===== src/rtl/viterbi_pkg.sv =====
// Shared trellis definitions for the K=3, rate-1/2 (7,5 octal) Viterbi datapath.
package viterbi_pkg;

  localparam int NUM_STATES = 4;
  localparam logic [2:0] GEN_C0 = 3'o7;
  localparam logic [2:0] GEN_C1 = 3'o5;

  typedef logic [1:0] state_t;
  typedef logic [1:0] sym_t;

  typedef enum logic {
    IDLE = 1'b0,
    RUN  = 1'b1
  } fsm_t;

  // Encoder output {c1,c0} when input u is shifted into state s={b1,b0}.
  function automatic sym_t expected_sym(input logic u, input state_t s);
    logic [2:0] sreg;
    sreg = {u, s};
    return {^(sreg & GEN_C1), ^(sreg & GEN_C0)};
  endfunction

endpackage


===== src/rtl/acs_butterfly.sv =====
// Add-compare-select for one next state: two saturating candidates, strict compare, tie to even predecessor.
module acs_butterfly
  import viterbi_pkg::*;
#(
  parameter int     PM_W = 4,
  parameter state_t NEXT = 2'd0
) (
  input  logic [PM_W-1:0] pm_a,
  input  logic [PM_W-1:0] pm_b,
  input  logic [1:0]      symbol,
  output logic [PM_W-1:0] pm_new,
  output logic            decision
);

  localparam logic [PM_W-1:0] MAX = '1;
  localparam state_t PA = {NEXT[0], 1'b0};
  localparam state_t PB = {NEXT[0], 1'b1};
  localparam logic   U  = NEXT[1];

  function automatic logic [1:0] hamming(input sym_t a, input sym_t b);
    sym_t d;
    d = a ^ b;
    return {d[1] & d[0], d[1] ^ d[0]};
  endfunction

  function automatic logic [PM_W-1:0] sat_add(input logic [PM_W-1:0] pm, input logic [1:0] bm);
    logic [PM_W:0] sum;
    sum = {1'b0, pm} + {{(PM_W-1){1'b0}}, bm};
    return sum[PM_W] ? MAX : sum[PM_W-1:0];
  endfunction

  logic [PM_W-1:0] cand_a, cand_b;

  always_comb begin
    cand_a   = sat_add(pm_a, hamming(symbol, expected_sym(U, PA)));
    cand_b   = sat_add(pm_b, hamming(symbol, expected_sym(U, PB)));
    decision = (cand_b < cand_a);
    pm_new   = decision ? cand_b : cand_a;
  end

endmodule


===== src/rtl/acs_unit.sv =====
// Viterbi ACS stage with frame FSM, clipped metric outputs and symbol counter.
// Define ACS_NORM_EN to renormalise metrics so the minimum is always 0.
module acs_unit
  import viterbi_pkg::*;
#(
  parameter int PM_W  = 4,
  parameter int CNT_W = 8
) (
  input  logic             i_clk,
  input  logic             i_rst_n,
  input  logic             i_valid,
  input  logic [1:0]       i_symbol,
  input  logic             i_last,
  output logic             o_valid,
  output logic [1:0]       o_path_metric_0,
  output logic [1:0]       o_path_metric_1,
  output logic [1:0]       o_path_metric_2,
  output logic [1:0]       o_path_metric_3,
  output logic [3:0]       o_decision,
  output logic             o_frame_done,
  output logic [CNT_W-1:0] o_sym_count
);

  localparam logic [PM_W-1:0]  MAX     = '1;
  localparam logic [CNT_W-1:0] CNT_MAX = '1;

  fsm_t                  fsm_p1;
  logic [PM_W-1:0]       pm_p1   [NUM_STATES];
  logic [PM_W-1:0]       pred_p0 [NUM_STATES];
  logic [PM_W-1:0]       acs_p0  [NUM_STATES];
  logic [PM_W-1:0]       norm_p0 [NUM_STATES];
  logic [NUM_STATES-1:0] dec_p0;

  function automatic logic [1:0] clip2(input logic [PM_W-1:0] pm);
    return (pm > PM_W'(3)) ? 2'd3 : pm[1:0];
  endfunction

  function automatic logic [CNT_W-1:0] sat_inc(input logic [CNT_W-1:0] cnt);
    return (cnt == CNT_MAX) ? cnt : cnt + 1'b1;
  endfunction

  // Stage p0: predecessor select, ACS, optional normalisation
  always_comb begin
    for (int i = 0; i < NUM_STATES; i++) begin
      if (fsm_p1 == IDLE) pred_p0[i] = (i == 0) ? '0 : MAX;
      else                pred_p0[i] = pm_p1[i];
    end
  end

  for (genvar n = 0; n < NUM_STATES; n++) begin : g_acs
    acs_butterfly #(
      .PM_W (PM_W),
      .NEXT (state_t'(n))
    ) u_bfly (
      .pm_a     (pred_p0[2*(n%2)]),
      .pm_b     (pred_p0[2*(n%2)+1]),
      .symbol   (i_symbol),
      .pm_new   (acs_p0[n]),
      .decision (dec_p0[n])
    );
  end

`ifdef ACS_NORM_EN
  logic [PM_W-1:0] min_p0;

  always_comb begin
    min_p0 = acs_p0[0];
    for (int i = 1; i < NUM_STATES; i++)
      if (acs_p0[i] < min_p0) min_p0 = acs_p0[i];
    for (int i = 0; i < NUM_STATES; i++)
      norm_p0[i] = acs_p0[i] - min_p0;
  end
`else
  always_comb begin
    for (int i = 0; i < NUM_STATES; i++)
      norm_p0[i] = acs_p0[i];
  end
`endif

  // Stage p1: registered metrics, decisions and frame control
  always_ff @(posedge i_clk or negedge i_rst_n) begin
    if (!i_rst_n) begin
      fsm_p1          <= IDLE;
      pm_p1[0]        <= '0;
      for (int i = 1; i < NUM_STATES; i++) pm_p1[i] <= MAX;
      o_valid         <= 1'b0;
      o_frame_done    <= 1'b0;
      o_decision      <= '0;
      o_sym_count     <= '0;
      o_path_metric_0 <= 2'd0;
      o_path_metric_1 <= 2'd3;
      o_path_metric_2 <= 2'd3;
      o_path_metric_3 <= 2'd3;
    end else begin
      o_valid      <= i_valid;
      o_frame_done <= i_valid & i_last;
      if (i_valid) begin
        fsm_p1          <= i_last ? IDLE : RUN;
        for (int i = 0; i < NUM_STATES; i++) pm_p1[i] <= norm_p0[i];
        o_decision      <= dec_p0;
        o_path_metric_0 <= clip2(norm_p0[0]);
        o_path_metric_1 <= clip2(norm_p0[1]);
        o_path_metric_2 <= clip2(norm_p0[2]);
        o_path_metric_3 <= clip2(norm_p0[3]);
        o_sym_count     <= (fsm_p1 == IDLE) ? CNT_W'(1) : sat_inc(o_sym_count);
      end
    end
  end

endmodule


===== config.mk =====
export PLATFORM = sky130hd
export DESIGN_NAME = acs_unit
export DESIGN_NICKNAME = d
export VERILOG_FILES = /design/src/rtl/viterbi_pkg.sv /design/src/rtl/acs_butterfly.sv /design/src/rtl/acs_unit.sv
export SDC_FILE = /design/constraint.sdc
export NUM_CORES = 1
export LEC_CHECK = 0
export CORE_ASPECT_RATIO = 1.2
export CORE_MARGIN = 8
export CORE_UTILIZATION = 45
export CTS_CLUSTER_DIAMETER = 150
export CTS_CLUSTER_SIZE = 16
export DETAILED_ROUTE_END_ITERATION = 6
export DONT_BUFFER_PORTS = 1
export GPL_TIMING_DRIVEN = 0
export SYNTH_ARGS = -nofsm -noshare
export SYNTH_HDL_FRONTEND = slang
export SYNTH_HIERARCHICAL = 1
export SYNTH_SLANG_ARGS = --single-unit

===== constraint.sdc =====
create_clock -name i_clk -period 3.5 [get_ports i_clk]
set_input_delay 0.35 -clock i_clk [delete_from_list [all_inputs] [get_ports i_clk]]
set_output_delay 0.35 -clock i_clk [all_outputs]
set_load 0.03 [all_outputs]

**Yosys cells after proc, flatten, opt, wreduce, memory -nomap -nowiden**

Cells that the tools add are included.

- Register bits after elaboration: 39
- Latch bits: 0
- RAM bits: 0
- Bits in read-only memories: 0
- Bits of input ports: 6
- Output and inout bits: 22
- Logic and storage cells: 68
- Memories: 0

- $add $sub $neg: 9
- Multipliers: 0
- Divide/modulo/power cells: 0
- Order comparisons: 8
- Equality and inequality tests: 2
- Shift-type cells: 0
- Multiplexer cells: 23
- Bitwise gates (word level): 12
- Reductions and logical operators: 1

Operator list:

| cell | number |
|---|---|
| 2-to-1 mux 4 bit | 16 |
| adder 4 x 2 -> 5 bit | 8 |
| greater-than comparator 4 x 2 -> 1 bit (second input constant) | 4 |
| < comparator 4 bit | 4 |
| 2-to-1 mux 8 bit | 2 |
| adder 8 x 1 -> 8 bit (second input constant) | 1 |
| equality test 8 bit (second input constant) | 1 |
| 2-to-1 mux 2 bit | 4 |
| AND 1 bit | 5 |
| XOR 1 bit | 4 |
| != test 2 bit (second input constant) | 1 |
| NOT 1 bit | 2 |
| NOT 2 bit | 1 |
| AND reduction 2 bit | 1 |
| 2-to-1 mux 1 bit | 1 |

**Logic depth before layout (Yosys ltp)**

- Depth in word-level cells: 8
- Mapped depth: 16
- Gate-level depth less buffers: 15

**Hierarchy**

Netlist, hierarchy kept.

By module, submodules not included:

| module | instances | cells an instance | area an instance (um^2) | sequential area each (um^2) |
|---|---|---|---|---|
| acs_butterfly | 4 | 54 | 452.9 | 0.0 |
| acs_unit | 1 | 153 | 1803.0 | 998.5 |

**Least setup slack after synthesis**

No wires, ideal clock.

- Path type: register -> register
- Start point: register fsm_p1
- End point: register pm_p1[14] (netlist bit)
- Setup time: 125 ps
- Arrival: 3260 ps
- Required time: 3375 ps
- Slack: 115 ps
- Cell stages (with the launch flop): 15
- Path buffers: 2
- Path through: dfrtp_1 -> buf_2 -> clkbuf_1 -> and2_1 -> ha_1 -> inv_1 -> fa_1 -> mux2i_1 -> inv_1 -> ha_1 -> nor2b_1 -> a221o_1 -> a31oi_4 -> mux2_4 -> mux2_2

RTL lines:

| element | line | text |
|---|---|---|
| start, declared | acs_unit.sv:27 | `fsm_t fsm_p1;` |
| start signal, assigned | acs_unit.sv:98 | `fsm_p1 <= i_last ? IDLE : RUN;` |
| end, declared | acs_unit.sv:28 | `logic [PM_W-1:0] pm_p1 [NUM_STATES];` |

==> results.py <==
metrics = {
    "status": {
        "run_status": "complete, no violations",
    },
    "synthesis": {
        "ys_ff_latch": 39,
        "synthesis.instances": 369,
        "ys_async_sr_fraction": 1.00,
        "synth_area_um2": 3610,
        "postSynthNetCount": 424,
        "distinct_cell_type_count_after_synthesis": 48,
        "syn-mean-instance-area_um2": 9.80,
        "synth-edff-count": 0,
        "synth_ff_type": "dfrtp_1",
        "synth-warning-count": 6,
        "synth_seq_area_share": 0.276,
    },
    "clock_tree": {
        "tritoncts": "yes",
        "clk-insertion-delay-late_ns": 0.29,
        "cts_root_buf": "clkbuf_8",
        "clk_transition_reported_paths_ns": 0.08,
        "h-tree-depth": 2,
        "cts_made_buffers": 5,
        "clockBufferDepth": 2,
        "tritoncts_sink_count": 39,
    },
    "setup_path": {
        "arrival_time_at_the_worst_endpoint_ns": 3.60,
        "timing.rr.start": "fsm_p1",
        "critPathKind": "reg -> reg",
        "worstSetupStartpointType": "flop",
        "crit_path_start": "fsm_p1",
        "end_kind": "flop",
        "required_time_at_the_worst_slack_endpoint_ns": 3.71,
        "timing.reg2reg.worst_path_depth": 15,
        "crit_fanout": 10,
    },
    "placed_design": {
        "hpwlAfterDp_um": 5920,
        "gpl.final_weighted_congestion": 0.834,
        "io_buffer_count": 0,
        "dpl-instance-area_um2": 3730,
        "detailedPlace.worstSlack_ns": -0.482,
    },
    "worst_hold_path": {
        "worstHoldPathType": "in -> reg",
        "min_path_cells": 0,
        "min_from": "i_valid",
    },
    "timing": {
        "slew_viol_final": 0,
        "finalWorstPathRequiredPeriod_ns": 3.39,
        "max_clock_freq_mhz": 295,
        "post-route-period-util": 0.967,
        "max_slew.worst_pin.slew_ns": 0.540,
        "timing_hold_violations_final": 0,
        "max_slew_margin": 0.640,
        "fin_ws_ns": 0.114,
        "timing.hold.ws_ns": 0.0775,
        "clock-skew-final_ns": 0.0127,
        "report.final.setup_viol": 0,
    },
    "final_layout": {
        "multi_input_area_um2": 2590,
        "final_layout_size_suffix_gt1_frac": 0.395,
        "area_growth_pct": 17.4,
        "num-nets-final": 449,
        "regArea_um2": 998,
        "utilization": 0.532,
        "final_design_area_no_fill_um2": 4240,
        "antennaDiodeCount": 0,
        "final.fill_count": 748,
    },
    "global_route": {
        "grt_pass1_vias": 2680,
        "overall_global_routing_usage": 0.142,
        "grt_start_max_net_pins": 40,
        "gr_overflow_total": 0,
        "wire_length_of_the_first_global_routing_pass_um": 13000,
        "grt_antenna_before_repair": 0,
    },
    "drt": {
        "detail_route.first_pass.iterations": 4,
        "vias_per_cell": 5.46,
        "wl_per_cell_um": 16.1,
        "ant_nets": 0,
        "postRouteWirelength_um": 7880,
        "detailroute.via_count": 2675,
        "drt-initial-drc-count": 121,
        "drt_drc_violations_left": 0,
    },
    "job": {
        "drv.max_cap_violation_count": 0,
    },
    "floorplanning": {
        "initial_core_util": 0.453,
        "die_width_um": 97.8,
        "placeableCoreArea_um2": 7970,
        "io_pins": 28,
        "floorplan.rows": 36,
        "die-area_um2": 11200,
        "die_height_um": 114,
    },
    "pwr": {
        "vdd.ir_drop.worst_mv": 0.503,
        "power-per-cell-area_nw_per_um2": 865,
        "p_leak_nw": 2.04,
    },
}
## kinds of logic after synthesis
logic type      count (synthesis)  synth area share
buf+inv                        67            0.0737
simple gates                   98             0.176
flops                          39             0.276
fa+ha+maj                      49             0.186
compound gates                 79             0.166
mux                            37             0.122
## sequential cells by signal, indices dropped and copies added (netlist names)
register	cells
o_frame_done	1
o_path_metric_2	2
o_path_metric_1	2
o_path_metric_3	2
o_valid	1
fsm_p1	1
o_decision	4
o_sym_count	8
pm_p1	16
o_path_metric_0	2
## cell usage after synthesis (2+ instances only)
| cell | count | area [um2] |
|---|---|---|
| a21oi_1 | 34 | 170 |
| nand3b_4 | 4 | 80.1 |
| mux2_4 | 8 | 120 |
| and4_1 | 2 | 17.5 |
| o21ai_0 | 5 | 25.0 |
| nor3_1 | 9 | 45.0 |
| nor2b_1 | 8 | 50.1 |
| inv_1 | 58 | 218 |
| o2bb2ai_1 | 4 | 35.0 |
| ha_1 | 41 | 513 |
| dfrtp_1 | 21 | 526 |
| nand2_1 | 19 | 71.3 |
| a31oi_4 | 4 | 85.1 |
| fa_1 | 8 | 160 |
| nand3_1 | 3 | 15.0 |
| nor2b_4 | 4 | 55.1 |
| and2_1 | 9 | 56.3 |
| nand2b_1 | 13 | 81.3 |
| a21bo_2 | 4 | 40.0 |
| nand4_1 | 3 | 18.8 |
| a221o_1 | 4 | 40.0 |
| a31oi_1 | 4 | 25.0 |
| mux2i_1 | 5 | 50.1 |
| mux2_2 | 24 | 270 |
| a221o_2 | 4 | 45.0 |
| dfstp_2 | 18 | 473 |
| nor2_1 | 16 | 60.1 |
| buf_2 | 6 | 30.0 |
| a21o_1 | 8 | 60.1 |
## final timing paths
| check | end | slack, ns |
|---|---|---|
| setup / recovery | o_path_metric_2[0] | 0.11 |
| hold / removal | o_valid | 0.08 |
| setup reg to reg | o_path_metric_2[0] | 0.11 |
| hold reg to reg | pm_p1[15] | 0.51 |
| max in group asynchronous | pm_p1[9] | 2.73 |
| min in group asynchronous | o_sym_count[2] | 0.49 |
## per-stage QoR
stage          std cells  total power, mW  setup TNS, ns
2_1_floorplan        369             2.58              0
3_3_place_gp         464             2.91          -4.47
3_5_place_dp         464             2.96          -5.33
4_1_cts              481             3.50       -0.00610
5_1_grt              490             3.99        -0.0747
6_report             490             3.67              0
## layer usage
| metal | GRT usage | routed length [um] | vias up |
|---|---|---|---|
| met4 | 0.0385 | 78 | 0 |
| met5 | 0 | 0 | - |
| li1 | - | - | 1335 |
| met3 | 0.0255 | 196 | 6 |
| met2 | 0.251 | 4080 | 23 |
| met1 | 0.173 | 3530 | 1311 |
## worst max-delay path, stage by stage (launching register included)
cell and delay, ns:
dfrtp_1 0.38, buf_6 0.13, buf_8 0.15, nand2b_4 0.09
ha_4 0.14, inv_1 0.05, fa_2 0.39, nor2b_2 0.18
a21oi_2 0.16, ha_1 0.24, nor2b_2 0.18, a221o_1 0.35
a31oi_4 0.21, mux2_4 0.36, nor3_4 0.20, a21oi_1 0.09
## area by class of cell
class,count,area share
flip-flops and latches,39,0.235
plain buffers,9,0.0183
repair buffers,18,0.0354
clock inverters,2,0.00295
well taps,95,0.0280
multi-input cells,263,0.612
clock buffers,6,0.0171
inverters,58,0.0513
## power breakdown
group          leakage (nW)  switching [mW]  internal (mW)
clock network        0.0412           0.164          0.139
registers             0.448           0.267          0.684
logic                  1.55            1.21           1.21
## layout by cell type (no fill, tap or decap), drive strengths merged, types with 3 or more instances in the layout
cell,count
fa,8
mux2i,5
clkbuf,6
nand3b,4
o21ai,5
inv,58
nand2b,13
a21oi,35
mux2,32
dfrtp,21
o2bb2ai,4
nor2,16
a221o,8
nand2,19
a21bo,4
ha,41
nand4,4
a21o,8
nor3,10
and2,10
nand3,3
and4,3
buf,26
a31oi,8
dfstp,18
nor2b,12
## timing repair
item                                    CTS  global route
hold endpoints to repair                 39             0
setup buffers                             7             9
cloned                                    0             0
hold buffers                              2             0
gates resized for setup                  30            33
pin swaps                                 4             7
endpoints found under the setup margin   19            16
Note: power is estimated with default switching activity, not from simulation.
